**src/rtl/bp_be_pkg.sv**
```systemverilog
// Shared backend definitions: global widths/constants and the issue-entry struct declaration macro.
// The struct is macro-declared so each user picks its own vaddr/instr/itag widths.
`ifndef BP_BE_PKG_SV
`define BP_BE_PKG_SV

`define BP_BE_DECLARE_ISSUE_ENTRY_S(vaddr_width_mp, instr_width_mp, itag_width_mp) \
  typedef struct packed {                                                          \
    logic [itag_width_mp-1:0]  itag;                                               \
    logic [vaddr_width_mp-1:0] pc;                                                 \
    logic [instr_width_mp-1:0] instr;                                              \
  } bp_be_issue_entry_s

package bp_be_pkg;

  localparam int          bp_be_itag_width_gp       = 8;
  localparam logic [31:0] bp_pc_entry_point_gp      = 32'h8000_0124;
  localparam int          bp_be_issue_buffer_els_gp = 4;
  localparam int          bp_instr_step_gp          = 4;

endpackage

`endif

```
**src/rtl/bp_be_issue_buffer_mem.sv**
```systemverilog
// Entry storage for the issue buffer: one synchronous write port, one asynchronous read port.
// Contents are intentionally not reset; validity is tracked by the occupancy count in the top.
module bp_be_issue_buffer_mem
  import bp_be_pkg::*;
#(
  parameter int els_p   = bp_be_issue_buffer_els_gp,
  parameter int width_p = 79
) (
  input  logic                     clk_i,
  input  logic                     w_v_i,
  input  logic [$clog2(els_p)-1:0] w_addr_i,
  input  logic [width_p-1:0]       w_data_i,
  input  logic [$clog2(els_p)-1:0] r_addr_i,
  output logic [width_p-1:0]       r_data_o
);

  logic [width_p-1:0] mem_q [els_p];

  always_ff @(posedge clk_i) begin
    if (w_v_i) begin
      mem_q[w_addr_i] <= w_data_i;
    end
  end

  assign r_data_o = mem_q[r_addr_i];

endmodule

```
**src/rtl/bp_be_itag_issue_buffer.sv**
```systemverilog
// Backend entry stage: drops wrong-path fetches against an expected PC, stamps accepted
// instructions with a monotonic itag, and buffers them for in-order valid/yumi issue.
module bp_be_itag_issue_buffer
  import bp_be_pkg::*;
#(
  parameter int vaddr_width_p = 39,
  parameter int instr_width_p = 32,
  parameter int els_p         = bp_be_issue_buffer_els_gp,
  parameter int itag_width_p  = bp_be_itag_width_gp,
  parameter logic [vaddr_width_p-1:0] pc_entry_point_p = vaddr_width_p'(bp_pc_entry_point_gp)
) (
  input  logic                         clk_i,
  input  logic                         reset_n_i,
  input  logic                         fe_v_i,
  input  logic [vaddr_width_p-1:0]     fe_pc_i,
  input  logic [instr_width_p-1:0]     fe_instr_i,
  output logic                         fe_ready_o,
  input  logic                         redirect_v_i,
  input  logic [vaddr_width_p-1:0]     redirect_pc_i,
  output logic                         issue_v_o,
  output logic [vaddr_width_p-1:0]     issue_pc_o,
  output logic [instr_width_p-1:0]     issue_instr_o,
  output logic [itag_width_p-1:0]      issue_itag_o,
  input  logic                         issue_yumi_i,
  output logic [vaddr_width_p-1:0]     expected_pc_o,
  output logic                         dropped_o,
  output logic [$clog2(els_p+1)-1:0]   count_o
);

  `BP_BE_DECLARE_ISSUE_ENTRY_S(vaddr_width_p, instr_width_p, itag_width_p);

  localparam int ptr_w_lp   = $clog2(els_p);
  localparam int cnt_w_lp   = $clog2(els_p+1);
  localparam int entry_w_lp = $bits(bp_be_issue_entry_s);

  localparam logic [ptr_w_lp-1:0]      ptr_one_lp  = ptr_w_lp'(1);
  localparam logic [cnt_w_lp-1:0]      cnt_one_lp  = cnt_w_lp'(1);
  localparam logic [cnt_w_lp-1:0]      cnt_full_lp = cnt_w_lp'(els_p);
  localparam logic [itag_width_p-1:0]  itag_one_lp = itag_width_p'(1);
  localparam logic [vaddr_width_p-1:0] pc_step_lp  = vaddr_width_p'(bp_instr_step_gp);

  logic [ptr_w_lp-1:0]      wr_ptr_q, wr_ptr_d, rd_ptr_q, rd_ptr_d;
  logic [cnt_w_lp-1:0]      count_q, count_d;
  logic [itag_width_p-1:0]  itag_q, itag_d;
  logic [vaddr_width_p-1:0] exp_pc_q, exp_pc_d;
  logic                     dropped_q, dropped_d;

  logic fe_hs, accept, deq;
  bp_be_issue_entry_s w_entry, r_entry;

  assign fe_ready_o = (count_q != cnt_full_lp);
  assign issue_v_o  = (count_q != '0);

  // Redirect squashes any handshake in the same cycle, so it gates every event.
  assign fe_hs  = fe_v_i & fe_ready_o & ~redirect_v_i;
  assign accept = fe_hs & (fe_pc_i == exp_pc_q);
  assign deq    = issue_yumi_i & issue_v_o & ~redirect_v_i;

  always_comb begin
    wr_ptr_d  = wr_ptr_q;
    rd_ptr_d  = rd_ptr_q;
    count_d   = count_q;
    itag_d    = itag_q;
    exp_pc_d  = exp_pc_q;
    dropped_d = fe_hs & ~accept;

    if (redirect_v_i) begin
      wr_ptr_d = '0;
      rd_ptr_d = '0;
      count_d  = '0;
      exp_pc_d = redirect_pc_i;
    end else begin
      if (accept) begin
        wr_ptr_d = wr_ptr_q + ptr_one_lp;
        itag_d   = itag_q + itag_one_lp;
        exp_pc_d = exp_pc_q + pc_step_lp;
      end
      if (deq) begin
        rd_ptr_d = rd_ptr_q + ptr_one_lp;
      end
      if (accept && !deq) begin
        count_d = count_q + cnt_one_lp;
      end else if (deq && !accept) begin
        count_d = count_q - cnt_one_lp;
      end
    end
  end

  always_ff @(posedge clk_i or negedge reset_n_i) begin
    if (!reset_n_i) begin
      wr_ptr_q  <= '0;
      rd_ptr_q  <= '0;
      count_q   <= '0;
      itag_q    <= '0;
      exp_pc_q  <= pc_entry_point_p;
      dropped_q <= 1'b0;
    end else begin
      wr_ptr_q  <= wr_ptr_d;
      rd_ptr_q  <= rd_ptr_d;
      count_q   <= count_d;
      itag_q    <= itag_d;
      exp_pc_q  <= exp_pc_d;
      dropped_q <= dropped_d;
    end
  end

  assign w_entry.itag  = itag_q;
  assign w_entry.pc    = fe_pc_i;
  assign w_entry.instr = fe_instr_i;

  bp_be_issue_buffer_mem #(
    .els_p   (els_p),
    .width_p (entry_w_lp)
  ) u_mem (
    .clk_i    (clk_i),
    .w_v_i    (accept),
    .w_addr_i (wr_ptr_q),
    .w_data_i (w_entry),
    .r_addr_i (rd_ptr_q),
    .r_data_o (r_entry)
  );

  assign issue_pc_o    = r_entry.pc;
  assign issue_instr_o = r_entry.instr;
  assign issue_itag_o  = r_entry.itag;
  assign expected_pc_o = exp_pc_q;
  assign dropped_o     = dropped_q;
  assign count_o       = count_q;

endmodule

```
**config.mk**
```make
export PLATFORM = sky130hd
export DESIGN_NAME = bp_be_itag_issue_buffer
export DESIGN_NICKNAME = d
export VERILOG_FILES = /design/src/rtl/bp_be_pkg.sv /design/src/rtl/bp_be_issue_buffer_mem.sv /design/src/rtl/bp_be_itag_issue_buffer.sv
export SDC_FILE = /design/constraint.sdc
export NUM_CORES = 1
export LEC_CHECK = 0
export BUFFER_PORTS_ARGS = -buffer_cell sky130_fd_sc_hd__buf_2
export CAP_MARGIN = 25
export CORE_UTILIZATION = 53
export CTS_BUF_LIST = sky130_fd_sc_hd__clkbuf_4
export CTS_CLUSTER_DIAMETER = 150
export CTS_CLUSTER_SIZE = 25
export DETAILED_ROUTE_END_ITERATION = 10
export GPL_ROUTABILITY_DRIVEN = 0
export GPL_TIMING_DRIVEN = 0
export PLACE_DENSITY_LB_ADDON = 0.25
export SETUP_SLACK_MARGIN = 0.5
export SYNTH_ARGS = -nofsm -noshare
export SYNTH_HDL_FRONTEND = slang
export SYNTH_SLANG_ARGS = --single-unit
```
**constraint.sdc**
```tcl
create_clock -name clk_i -period 4.1 [get_ports clk_i]
set_clock_uncertainty 0.1 [all_clocks]
set_input_delay 0.41 -clock clk_i [delete_from_list [all_inputs] [get_ports clk_i]]
set_output_delay 0.41 -clock clk_i [all_outputs]
set_load 0.01 [all_outputs]
```
==> reports/metrics.cfg, run 1 <==
[layout]
design_area_um2 = 18300
area_growth_pct = 21.8
finalNonFillerCells = 1609
finish.net_count = 1347
drive_gt1_share_pct = 31.5

[worst_setup_path]
critPathKind = flop to flop
cp_max_fo = 52
critPathCaptureType = flop
required_ns = 4.42
cp.arrival_ns = 3.84
critPathLaunchType = flop
reg2reg_slack_ns = 0.58

[floorplan]
placeableCoreArea_um2 = 27900
num_rows = 61
die_h_um = 171
start_util_pct = 54.0
dieArea_um2 = 29100
io_pins = 239
die_x_um = 171

[routing]
highest_layer = met4
met2_length_mm = 18.1
drt_iter0_drc = 881
wl_per_cell_um = 23.2
via_count = 9344
drcViolationCount = 0
ant_nets = 0
met1_length_mm = 15.1
wl_met3_mm = 3.00
vias_per_cell = 5.81
wl_mm = 37.3
drt_first_pass_iters = 6

[logic_synthesis]
ys_seq_area_share_pct = 72.2
ys_types = 53
synth_top_cell_by_area = edfxtp_1
synth_cells = 844
syn_nets = 966
ys_ff_latch = 371
synth.most_common_cell = edfxtp_1
synth_commonest_cells = edfxtp_1 (316), mux4_2 (79), nand2_1 (67)
synth_area_um2 = 15000
postSynth.asyncResetShare_pct = 14.8
synth_ff_type = edfxtp_1
yosys-top-cells-area = edfxtp_1 (63%), mux4_2 (12%), dfrtp_1 (8.5%), nand2_1 (1.7%), xnor2_1 (1.6%)
syn_area_per_cell_um2 = 17.8
synth_warnings = 0
synth_edf_count = 316
netlist.area_leader.share_pct = 63.1

[placed_design]
placedInstanceArea_um2 = 16900
io_buffers = 237
dp.cells = 1465
dpl.hpwl_mm = 24.3

[flow_run]
drv_cap = 0

[cts]
htree_levels = 1
clock_sinks = 371
clkTransAtPathRegs_ns = 0.28
clk_latency_ns = 0.76
root_buffer = clkbuf_4
clockBufferDepth = 3
cts_made_buffers = 18
cts_tree = built

[timing]
fin_crit_ns = 3.52
finalHoldViolations = 0
max_freq_mhz = 284
fin_crit_sh_pct = 85.9
rsz0062_at_grt = yes
drv_slew = 0
holdWs_ns = 0.0761
tightest_slew_ns = 0.922
relSlewSlack_pct = 38.5
setup_viol = 0

[global_routing]
antenna_found_initial = 1
grt_pass1_wl_mm = 55.3
grt_overflow_total = 0
grt_max_degree = 57
grt_pass1_vias = 9372
grt_usage_pct = 26.0

[pwr]
ir_drop_mv = 0.305
p_leak_nw = 6.44
power-per-cell-area_nw_per_um2 = 385

[outcome]
outcome = finished clean

[min_path]
hp-class = primary input to asynchronous set/reset pin

[placed cells by master (no fill, tap or decap), types with 3 or more instances in the layout]
cell type,Yosys,layout
nor4_1,11,11
inv_1,12,12
o311ai_0,5,5
and3_1,6,6
nand4_1,14,14
a21oi_1,16,16
nor2_1,23,23
xor2_1,26,26
and2_4,0,4
mux2_2,3,3
o311ai_1,4,4
buf_2,6,243
nand3_1,24,24
dfrtp_1,51,51
buf_16,0,5
clkbuf_1,22,21
and2_1,10,6
nand2_1,67,67
clkbuf_4,0,24
o21ai_1,3,3
dlygate4sd3_1,0,114
clkdlybuf4s15_2,0,7
mux4_2,79,79
or3_1,5,5
ha_1,6,6
and4_1,3,3
or4b_1,3,3
dfstp_2,4,4
nor3b_1,3,3
o21ai_0,28,28
edfxtp_1,316,316
nor3_1,8,7
a31oi_1,6,6
o211ai_1,14,14
nand3b_1,3,3
xnor2_1,28,28
[metal layers]
layer  vias to the layer above  track usage [%]
met2                       442             43.1
met5                         -                0
met4                         0             7.91
li1                       4106                -
met1                      4725             34.4
met3                        71             5.88
[flip-flops by register name, summed over array words and instances (netlist names)]
name,flops
u_mem.mem_q,316
expected_pc_o,39
itag_q,8
count_o,3
rd_ptr_q,2
wr_ptr_q,2
dropped_o,1
[worst max-delay path, stage by stage, from the launching register on]
cell,delay (ns)
dfstp_2,0.64
xnor2_1,0.22
or3b_2,0.48
nor4_1,0.27
nand3_1,0.20
nor3_4,0.37
and2_4,0.51
buf_16,0.33
[where the power goes]
part	internal, W	switching (W)	leakage (nW)
Sequential	0.00414	0.0000800	3.54
Combinational	0.000745	0.000742	2.78
Clock	0.000329	0.00103	0.125
[worst paths after layout]
kind | from | to | depth (start not counted)
hold reg to reg | itag_q[5] | itag_q[5] | 1
hold / removal | reset_n_i | expected_pc_o[24] | 2
setup / recovery | expected_pc_o[31] | u_mem.mem_q[2][43] | 7
min in group clk_i | redirect_v_i | expected_pc_o[18] | 5
max in group asynchronous | reset_n_i | expected_pc_o[31] | 3
setup reg to reg | expected_pc_o[31] | u_mem.mem_q[2][43] | 7
[metrics by stage]
stage | setup TNS [ns] | total power, W | utilization [%] | setup slack (ns)
floorplan | 0 | 0.00511 | - | 0.717
global placement | -123.20 | 0.00564 | 60.0 | -0.418
global route | 0 | 0.00734 | 65.8 | 0.424
finish | 0 | 0.00706 | 65.8 | 0.576
CTS | 0 | 0.00712 | 65.6 | 0.512
detailed placement | 0 | 0.00568 | 60.6 | 0.448
[logic make-up after synthesis]
| kind of cell | count (synthesis) | synth area share [%] |
|---|---|---|
| AO/OA/AOI/OAI | 83 | 3.43 |
| multiplexers | 83 | 12.1 |
| adder cells (fa/ha/maj) | 7 | 0.632 |
| flip-flops | 371 | 72.2 |
| AND/OR/NAND/NOR | 195 | 7.03 |
| XOR/XNOR | 54 | 3.14 |
| buffers and inverters | 51 | 1.42 |
[cell type report]
cell class,instances,area (um2)
Tap cell,378,473
Antenna cell,1,2.50
Timing Repair Buffer,359,2500
Sequential cell,371,10900
Fill cell,1960,9520
Buffer,38,219
Multi-Input combinational cell,424,4010
Clock inverter,1,30.0
Clock buffer,24,180
Inverter,13,48.8
[what timing repair did]
| item | 4_1_cts | 5_1_grt |
|---|---|---|
| endpoints found under the hold margin | 373 | 0 |
| setup buffers | 0 | 2 |
| hold buffers | 114 | 0 |
| gates resized for setup | 14 | 5 |
| pin swaps | 0 | 3 |
| gates cloned | 0 | 2 |
| setup endpoints to repair | 68 | 246 |
No activity file was read; power rests on OpenSTA's default activity.
==> inputs of run 2 (changes only) <==
==> constraint.sdc (replaced) <==
create_clock -name clk_i -period 4.1 [get_ports clk_i]
set_clock_uncertainty 0.1 [all_clocks]
set_input_delay 0 -clock clk_i [delete_from_list [all_inputs] [get_ports clk_i]]
set_output_delay 0 -clock clk_i [all_outputs]
set_load 0.01 [all_outputs]
==> reports/metrics.cfg, run 2 (same netlist as run 1, synthesis figures left out) <==
[outcome]
outcome = finished clean

[cts]
cts_made_buffers = 18
clock_sinks = 371
htree_levels = 1
root_buffer = clkbuf_4
clockBufferDepth = 3
clk_latency_ns = 0.76
cts_tree = built
clkTransAtPathRegs_ns = 0.27

[min_path]
hp-class = primary input to flop

[worst_setup_path]
critPathKind = flop to flop
slowest_delay_ns = 0.63
critPathLaunchType = flop
critPathCaptureType = flop
cp_slowest_cell = dfstp_2
path_cells = xnor2_1 > nand3b_1 > nor4b_4 > or4b_1 > buf_2 > buf_6 > buf_2 > nor3_1 > a21oi_1 > dlygate4sd3_1 > o21ai_0
cp_max_fo = 10
required_ns = 4.71
cp.arrival_ns = 4.07
crit_top_cell = buf_2

[global_routing]
grt_usage_pct = 27.9
antenna_found_initial = 2
grt_overflow_total = 0
grt_pass1_wl_mm = 60.1
grt_pass1_vias = 10305
grt_max_degree = 57

[routing]
wl_per_cell_um = 23.0
vias_per_cell = 5.77
ant_nets = 0
met2_length_mm = 19.8
drt_iter0_drc = 946
via_count = 10130
highest_layer = met4
drt_first_pass_iters = 6
wl_met3_mm = 3.33
drcViolationCount = 0
wl_mm = 40.5
met1_length_mm = 16.0

[timing]
fin_crit_ns = 3.47
rsz0062_at_grt = no
tns_ns = 0
setup_viol = 0
drv_slew = 0
tightest_slew_ns = 0.960
relSlewSlack_pct = 36.0
finalHoldViolations = 0
max_freq_mhz = 289
fin_ws_ns = 0.635
fin_crit_sh_pct = 84.5

[layout]
area_growth_pct = 31.5
largest_register = u_mem.mem_q
largest_reg_flops = 316
final_cell_mix = edfxtp_1 (316), dlygate4sd3_1 (253), buf_2 (243)
finalNonFillerCells = 1757
design_area_um2 = 19800
drive_gt1_share_pct = 28.5
final_common_cell = edfxtp_1
finish.net_count = 1494

[placed_design]
placedInstanceArea_um2 = 16900
dp.cells = 1465
place_worst_setup_slack_ns = 0.567
io_buffers = 237
dpl.hpwl_mm = 24.3

[floorplan]
placeableCoreArea_um2 = 27900
die_h_um = 171
io_pins = 239
start_util_pct = 54.0
dieArea_um2 = 29100
num_rows = 61
die_x_um = 171

[pwr]
power-per-cell-area_nw_per_um2 = 363
p_leak_nw = 7.05
ir_drop_mv = 0.333

[flow_run]
drv_cap = 0

[run 2: layer usage]
| layer | track usage [%] | vias up |
|---|---|---|
| met2 | 47.5 | 526 |
| met1 | 36.3 | 5099 |
| met3 | 5.69 | 106 |
| met4 | 8.81 | 0 |
| met5 | 0 | - |
| li1 | - | 4399 |
[run 2: path summary, 6_finish.rpt]
kind | start | to | slack, ns | cells after the start
hold reg to reg | itag_q[5] | itag_q[5] | 0.47 | 1
setup / recovery | expected_pc_o[31] | expected_pc_o[5] | 0.63 | 11
min in group asynchronous | reset_n_i | expected_pc_o[24] | 0.26 | 4
max in group asynchronous | reset_n_i | expected_pc_o[31] | 3.38 | 4
hold / removal | issue_yumi_i | count_o[1] | 0.16 | 5
setup reg to reg | expected_pc_o[31] | expected_pc_o[5] | 0.63 | 11
[run 2: timing repair]
| action | in CTS | in global routing |
|---|---|---|
| endpoints found under the hold margin | 386 | 0 |
| hold buffers | 254 | 0 |
| setup endpoints to repair | 0 | 235 |
| buffers inserted | 0 | 7 |
| gates resized for setup | 0 | 11 |
[run 2: area by class of cell]
| cell class | instances | area (um2) |
|---|---|---|
| Sequential cell | 371 | 10900 |
| Multi-Input combinational cell | 426 | 4060 |
| Antenna cell | 2 | 5.00 |
| Fill cell | 1810 | 8070 |
| Buffer | 38 | 166 |
| Tap cell | 378 | 473 |
| Clock inverter | 1 | 30.0 |
| Timing Repair Buffer | 504 | 3950 |
| Clock buffer | 24 | 180 |
| Inverter | 13 | 48.8 |
[run 2: power breakdown]
part	total, W	switching (W)	leakage (nW)	internal [W]
Combinational	0.00160	0.000783	3.39	0.000817
Sequential	0.00422	0.0000826	3.54	0.00414
Clock	0.00137	0.00104	0.125	0.000329
Total	0.00718	0.00190	7.05	0.00528
[run 2: stage by stage]
stage	utilization (%)	total power (W)	hold WS, ns
finish	71.0	0.00718	0.159
floorplan	-	0.00511	-0.396
CTS	70.5	0.00720	0.0654
global placement	60.0	0.00564	0.113
detailed placement	60.6	0.00568	-0.0147
global route	71.0	0.00746	0.180
[run 2: critical path: cells and delay by family, from the launching register on]
| family | cells | cell delay, ns |
|---|---|---|
| compound gates | 2 | 0.13 |
| xor+xnor | 1 | 0.23 |
| buf+inv | 4 | 1.11 |
| flops | 1 | 0.63 |
| simple gates | 4 | 1.23 |
